`src/rtl/seq_alu.sv`:
```
// rtl/seq_alu.sv - registered ALU with valid/ready handshake and shift-add multiply
module seq_alu #(
    parameter int WIDTH = 8,
    parameter int SHW   = $clog2(WIDTH)
) (
    input  logic             clk,
    input  logic             reset,
    input  logic             in_valid,
    output logic             in_ready,
    input  logic [WIDTH-1:0] a,
    input  logic [WIDTH-1:0] b,
    input  logic [2:0]       op,
    output logic             out_valid,
    input  logic             out_ready,
    output logic [WIDTH-1:0] z,
    output logic             zero,
    output logic             ovf,
    output logic             err
);

    localparam int CW = $clog2(WIDTH + 1);

    typedef enum logic [1:0] {IDLE, MUL, DONE} state_t;

    state_t               state, state_next;
    logic                 accept;
    logic [2*WIDTH-1:0]   acc, mcand, acc_next;
    logic [WIDTH-1:0]     mplier;
    logic [CW-1:0]        cnt;
    logic [WIDTH-1:0]     res, sum, diff;
    logic [SHW-1:0]       sh;
    logic                 res_ovf, res_err;

    assign in_ready  = (state == IDLE);
    assign out_valid = (state == DONE);

    always_comb begin
        state_next = state;
        accept     = 1'b0;
        case (state)
            IDLE: begin
                if (in_valid) begin
                    accept     = 1'b1;
                    state_next = (op == 3'd3) ? MUL : DONE;
                end
            end
            MUL:     if (cnt == CW'(1)) state_next = DONE;
            DONE:    if (out_ready) state_next = IDLE;
            default: state_next = IDLE;
        endcase
    end

    // Single-cycle ops are computed straight from the inputs on the accept edge.
    always_comb begin
        sum     = a + b;
        diff    = a - b;
        sh      = b[SHW-1:0];
        res     = '0;
        res_ovf = 1'b0;
        res_err = 1'b0;
        case (op)
            3'd0: res = a & b;
            3'd1: res = a | b;
            3'd2: begin
                res     = sum;
                res_ovf = (a[WIDTH-1] == b[WIDTH-1]) && (sum[WIDTH-1] != a[WIDTH-1]);
            end
            3'd3: res = '0;
            3'd4: res = a << sh;
            3'd5: res = $unsigned($signed(a) >>> sh);
            3'd6: begin
                res     = diff;
                res_ovf = (a[WIDTH-1] != b[WIDTH-1]) && (diff[WIDTH-1] != a[WIDTH-1]);
            end
            3'd7: res = {{(WIDTH-1){1'b0}}, ($signed(a) < $signed(b))};
            default: begin
                res     = '0;
                res_err = 1'b1;
            end
        endcase
    end

    assign acc_next = mplier[0] ? (acc + mcand) : acc;

    always_ff @(posedge clk) begin
        if (reset) begin
            state  <= IDLE;
            z      <= '0;
            zero   <= 1'b1;
            ovf    <= 1'b0;
            err    <= 1'b0;
            acc    <= '0;
            mcand  <= '0;
            mplier <= '0;
            cnt    <= '0;
        end else begin
            state <= state_next;
            if (accept) begin
                if (op == 3'd3) begin
                    acc    <= '0;
                    mcand  <= {{WIDTH{1'b0}}, a};
                    mplier <= b;
                    cnt    <= CW'(WIDTH);
                end else begin
                    z    <= res;
                    zero <= (res == '0);
                    ovf  <= res_ovf;
                    err  <= res_err;
                end
            end
            if (state == MUL) begin
                acc    <= acc_next;
                mplier <= mplier >> 1;
                mcand  <= mcand << 1;
                cnt    <= cnt - CW'(1);
                // Last iteration publishes the product on the edge that enters DONE.
                if (cnt == CW'(1)) begin
                    z    <= acc_next[WIDTH-1:0];
                    zero <= (acc_next[WIDTH-1:0] == '0);
                    ovf  <= |acc_next[2*WIDTH-1:WIDTH];
                    err  <= 1'b0;
                end
            end
        end
    end

endmodule
```
`config.mk`:
```
export PLATFORM = sky130hd
export DESIGN_NAME = seq_alu
export DESIGN_NICKNAME = d
export VERILOG_FILES = /design/src/rtl/seq_alu.sv
export SDC_FILE = /design/constraint.sdc
export NUM_CORES = 1
export LEC_CHECK = 0
export BUFFER_PORTS_ARGS = -buffer_cell sky130_fd_sc_hd__buf_4
export CELL_PAD_IN_SITES_DETAIL_PLACEMENT = 1
export CELL_PAD_IN_SITES_GLOBAL_PLACEMENT = 1
export CORE_MARGIN = 4
export CORE_UTILIZATION = 49
export DETAILED_ROUTE_END_ITERATION = 16
export HOLD_SLACK_MARGIN = 0.02
export PLACE_DENSITY_LB_ADDON = 0.2
export SLEW_MARGIN = 20
export SYNTH_ARGS = -nofsm -noshare
export SYNTH_HDL_FRONTEND = slang
export SYNTH_SLANG_ARGS = --single-unit
export TNS_END_PERCENT = 10
```
`constraint.sdc`:
```
create_clock -name clk -period 5.2 [get_ports clk]
set_input_delay 0.26 -clock clk [delete_from_list [all_inputs] [get_ports clk]]
set_output_delay 0.26 -clock clk [all_outputs]
set_load 0.01 [all_outputs]
```
==> results of run 1 <==
Yosys cell counts (all sizes together), types with 16 or more instances:
cell,n
dfxtp,57
nor2,71
o21ai,31
ha,43
inv,31
a211oi,17
a21oi,47
nand2,73
clkbuf,24
nand3,25
a311oi,16
nor3,18
worst paths after layout:
path / start / end / slack [ns] / depth (start not counted)
max: acc[0]$_SDFFE_PP0P_ / zero$_SDFF_PP1_ / 2.27 / 10
min reg2reg: cnt[3]$_SDFFE_PP0P_ / cnt[3]$_SDFFE_PP0P_ / 0.48 / 1
min: b[6] / mplier[6]$_SDFFE_PP0P_ / 0.19 / 3
max reg2reg: acc[0]$_SDFFE_PP0P_ / zero$_SDFF_PP1_ / 2.27 / 10
cell type report:
cell class              count  area (um2)
fillers                  1225        4320
well taps                 133         166
multi-input cells         510        3430
repair buffers             40         300
clock inverters             5         103
flip-flops and latches     57        1140
clock buffers              11         141
inverters                  32         120
per-layer routing:
metal | track usage | routed length [um] | up-vias
met1 | 0.385 | 7460 | 2454
met3 | 0.0678 | 820 | 19
met4 | 0.0766 | 204 | 0
li1 | - | - | 2348
met5 | 0 | 0 | -
met2 | 0.465 | 7640 | 121
critical path, cell delays in order, from the launching register on:
cell and delay (ns):
dfxtp_1 0.33, ha_1 0.24, fa_1 0.45, a211oi_1 0.43, o21bai_1 0.15, a211oi_1 0.25
a21oi_1 0.07, mux2_2 0.31, nor4_1 0.41, a31oi_1 0.14, o21ai_1 0.08
per-stage QoR:
| step | area, um2 | hold slack (ns) |
|---|---|---|
| finish | 5410 | 0.188 |
| global route | 5410 | 0.191 |
| CTS | 5410 | 0.183 |
| detailed placement | 5160 | 0.473 |
| global placement | 5160 | 0.458 |
| floorplan | 4860 | 0.419 |
registers in the layout, summed over array words and instances (netlist names):
| name | flops |
|---|---|
| acc | 16 |
| mcand | 16 |
| mplier | 8 |
| z | 8 |
| cnt | 4 |
| state | 2 |
| err | 1 |
| ovf | 1 |
| zero | 1 |
kinds of logic after synthesis:
logic type      share of synthesized area
simple gates                        0.215
fa+ha+maj                           0.123
xor+xnor                           0.0252
mux                                0.0628
compound gates                      0.279
buf+inv                            0.0604
flops                               0.235
report_power, final:
group	switching, W	internal (W)	leakage, nW	total [W]
logic	0.000162	0.000104	1.67	0.000266
clock network	0.000197	0.000331	0.120	0.000528
registers	0.0000133	0.000450	0.462	0.000464
==> results.yml, run 1 <==
global_route:
  grt_pass1_vias: 4960
  grt_pass1_wl_um: 26100
  grtUsageTotal: 0.288
  grt_max_degree: 59
  grt.overflow.total: 0
  antenna_found_initial: 0
drt:
  first_pass_iters: 5
  num_vias: 4942
  drtIter0Drc: 290
  wire_per_inst_um: 20.5
  drt-vias-per-instance: 6.27
  wirelength_um: 16100
  ant_nets: 0
  remaining_drc_errors: 0
die:
  io-pin-count: 36
  coreArea_um2: 9730
  fp-row-count: 36
  initial_core_util: 0.500
  fp.dieW_um: 108
  fp.dieArea_um2: 11600
  die_h_um: 108
yosys:
  synth_cell_types: 68
  ys.warnings.count: 0
  yosys-top-cells-area: "dfxtp_1 23%, ha_1 11%, nand2_1 5.6%, nor2_1 5.5%, a21oi_1 4.8%"
  yosys_register_bits: 57
  synth_ff_type: "dfxtp_1"
  avgSynthCellArea_um2: 7.62
  synth_top_area_share: 0.235
  syn_inst: 638
  yosysTopAreaCell: "dfxtp_1"
  synth-edff-count: 0
  seq_area_frac_synth: 0.235
  async_flop_share: 0
  syn_nets: 707
  syn-cell-area_um2: 4860
timing:
  hold_viol: 0
  clock_skew_ns: 0.00856
  grt_setup_unrepaired: "no"
  period_share: 0.563
  setup_viol: 0
  tns_ns: 0
  fmax_mhz: 342
  maxSlewHeadroom: 0.472
  min_period_ns: 2.93
  worst_slack_ns: 2.27
  slew_viol_final: 0
  tightest_slew_ns: 0.790
clock_network:
  path_clk_slew_ns: 0.07
  root_buffer: "clkbuf_8"
  hold_buffers: 0
  cts_resized: 0
  tritoncts: "built"
  htree_levels: 3
  clockBufferDepth: 2
  numCtsBuffers: 9
  cts.sinks: 57
  post_cts_buffers: 0
  clock_latency_ns: 0.37
place:
  place_congestion: 0.905
  dp.cells: 772
  place_ws_ns: 2.14
  io_buffers: 35
  dp_hpwl_um: 11900
cells_and_area:
  fin_util: 0.556
  antenna_cells: 0
  final_common_cell: "nand2_1"
  fin_cells: 788
  syn_to_final_growth_pct: 11.1
  final_layout_size_suffix_gt1_frac: 0.118
  final_cell_mix: "73 x nand2_1, 71 x nor2_1, 57 x dfxtp_1"
  nNetsFinal: 719
critical_path:
  startpoint_type: "flip-flop"
  worstSetupPathType: "reg2reg"
  worstPathArrival_ns: 3.22
  cp_max_fo: 4
  critPathCaptureType: "flip-flop"
  cp_data_required_time_ns: 5.50
job:
  maxCapViolCount: 0
worst_hold_path:
  hold_class: "in2reg"
power_and_ir_drop:
  pwr_density_cell_nw_per_um2: 233
  power_w: 0.00126
  power.leakage_nw: 2.25
  peakVddDrop_mv: 0.196
run_status:
  status: "completed"
Power figures use the tool's default switching activity.
==> run 2, diff against run 1 <==
--- a/config.mk
+++ b/config.mk
@@ -9,7 +9,7 @@
 export CELL_PAD_IN_SITES_DETAIL_PLACEMENT = 1
 export CELL_PAD_IN_SITES_GLOBAL_PLACEMENT = 1
 export CORE_MARGIN = 4
-export CORE_UTILIZATION = 49
+export CORE_UTILIZATION = 41
 export DETAILED_ROUTE_END_ITERATION = 16
 export HOLD_SLACK_MARGIN = 0.02
 export PLACE_DENSITY_LB_ADDON = 0.2
==> constraint.sdc (replaced) <==
create_clock -name clk -period 2.4 [get_ports clk]
set_input_delay 0.12 -clock clk [delete_from_list [all_inputs] [get_ports clk]]
set_output_delay 0.12 -clock clk [all_outputs]
set_load 0.01 [all_outputs]
==> results.yml, run 2 (synthesis results as in run 1) <==
worst_hold_path:
  min_from: "b[4]"
  hold_class: "in2reg"
critical_path:
  startpoint_type: "flip-flop"
  crit_slowest_cell: "fa_2"
  critPathLaunch: "mcand[0]$_SDFFE_PP0P_"
  cp_data_required_time_ns: 2.60
  crit_path_max_incr_delay_ns: 0.42
  worstPathArrival_ns: 2.58
  path_buf_inv: 1
  cp_top_family: "compound AO/OA/AOI/OAI gates"
  worstPathCellList: "ha_4, fa_2, a211oi_4, o21bai_1, a211oi_1, a21oi_1, mux2_4, buf_6, a22oi_1, nor2_1"
  worstSetupPathType: "reg2reg"
  cp_max_fo: 4
  critPathCaptureType: "flip-flop"
  r2r_start: "mcand[0]$_SDFFE_PP0P_"
die:
  fp.dieArea_um2: 13700
  fp-row-count: 39
  fp.dieW_um: 117
  coreArea_um2: 11500
  io-pin-count: 36
  initial_core_util: 0.422
  die_h_um: 117
power_and_ir_drop:
  power.leakage_nw: 2.73
  p_comb_frac: 0.233
  netSwitchingPower_w: 0.000861
  intPower_w: 0.00209
  pwr_density_cell_nw_per_um2: 467
  seqPwrFrac: 0.341
  pwr-share-clk: 0.426
  swShare: 0.292
  peakVddDrop_mv: 0.348
drt:
  drtIter0Drc: 361
  drt-vias-per-instance: 6.08
  num_vias: 5360
  routed.top_layer: "met5"
  drt-met1-wl_um: 8380
  remaining_drc_errors: 0
  first_pass_iters: 4
  met3WireLength_um: 787
  ant_nets: 0
  wire_per_inst_um: 20.4
  wirelength_um: 18000
  route.met2.wl_um: 8350
global_route:
  grt_max_degree: 59
  antenna_found_initial: 1
  grt_pass1_wl_um: 29100
  grt_pass1_vias: 5559
  grtUsageTotal: 0.275
  grt.overflow.total: 0
timing:
  slew_viol_final: 0
  period_share: 0.991
  setup_viol: 0
  hold_viol: 0
  worst_slack_ns: 0.0206
  clock_skew_ns: 0.00596
  tightest_slew_ns: 0.635
  fmax_mhz: 420
  maxSlewHeadroom: 0.575
  min_period_ns: 2.38
  grt_setup_unrepaired: "yes"
cells_and_area:
  antenna_cells: 0
  final_layout_size_suffix_gt1_frac: 0.252
  final_common_cell: "buf_4"
  syn_to_final_growth_pct: 29.6
  final_cell_mix: "123 x buf_4, 73 x nand2_1, 71 x nor2_1"
  reg.largest.list: "acc (16), mcand (16)"
  nNetsFinal: 803
  fin_cells: 882
clock_network:
  cts.sinks: 57
  tritoncts: "built"
  path_clk_slew_ns: 0.05
  clock_latency_ns: 0.34
  clockBufferDepth: 2
  numCtsBuffers: 9
  htree_levels: 3
  root_buffer: "clkbuf_16"
job:
  maxCapViolCount: 0
place:
  dp.cells: 864
  place_congestion: 0.968
  dp_hpwl_um: 13600
  io_buffers: 35
  place_ws_ns: -0.339
run_status:
  status: "completed"
## run 2: cell count changes in the layout (fill, tap and decap cells not counted), sizes merged
cell	change
buf	+84
clkbuf	+4
bufinv	-3
clkinv	-1
## run 2: layer usage
| layer | up-vias | GRT usage |
|---|---|---|
| met5 | - | 0 |
| met4 | 2 | 0.0933 |
| met3 | 33 | 0.0540 |
| met2 | 114 | 0.451 |
| met1 | 2682 | 0.361 |
| li1 | 2529 | - |
## run 2: area by class of cell
cell class	count	area, um2
Fill cell	1429	5210
Multi-Input combinational cell	510	3630
Sequential cell	57	1140
Timing Repair Buffer	124	935
Clock buffer	15	288
Tap cell	143	179
Inverter	32	120
Clock inverter	1	7.51
## run 2: final timing paths
path / to / slack, ns / depth (start not counted)
hold reg to reg: mcand[12]$_SDFFE_PP0P_ / 0.48 / 2
setup / recovery: acc[6]$_SDFFE_PP0P_ / 0.02 / 10
setup reg to reg: acc[6]$_SDFFE_PP0P_ / 0.02 / 10
hold / removal: mplier[4]$_SDFFE_PP0P_ / 0.08 / 3
## run 2: per-stage QoR
| stage | utilization | hold slack [ns] | TNS [ns] | cell area (um2) | power (W) |
|---|---|---|---|---|---|
| CTS | 0.545 | 0.0755 | -0.0383 | 6280 | 0.00296 |
| global placement | 0.503 | 0.415 | -0.938 | 5800 | 0.00166 |
| finish | 0.547 | 0.0793 | 0 | 6300 | 0.00295 |
| global route | 0.547 | 0.0691 | -0.701 | 6300 | 0.00308 |
| floorplan | - | 0.279 | 0 | 4870 | 0.00139 |
| detailed placement | 0.503 | 0.435 | -2.07 | 5800 | 0.00168 |
## run 2: repair_timing
action                                 4_1_cts  5_1_grt
endpoints found under the hold margin        0        0
pin swaps                                   23        6
setup endpoints to repair                    7       11
resized for setup                           32        5
buffers inserted                             3        0
hold buffers                                 0        0
## run 2: power groups by stage
stage	registers (W)	clock network [W]	logic (W)
finish	0.00101	0.00126	0.000685
floorplan	0.00102	0	0.000376
detailed placement	0.00102	0	0.000659
global route	0.00101	0.00132	0.000745
global placement	0.00102	0	0.000635
CTS	0.00101	0.00129	0.000671
## run 2: worst reg2reg max path, cell delays in order (launching register included)
cell and delay [ns]:
dfxtp_2 0.33, ha_4 0.17, fa_2 0.42, a211oi_4 0.32, o21bai_1 0.11, a211oi_1 0.22
a21oi_1 0.08, mux2_4 0.29, buf_6 0.12, a22oi_1 0.13, nor2_1 0.06
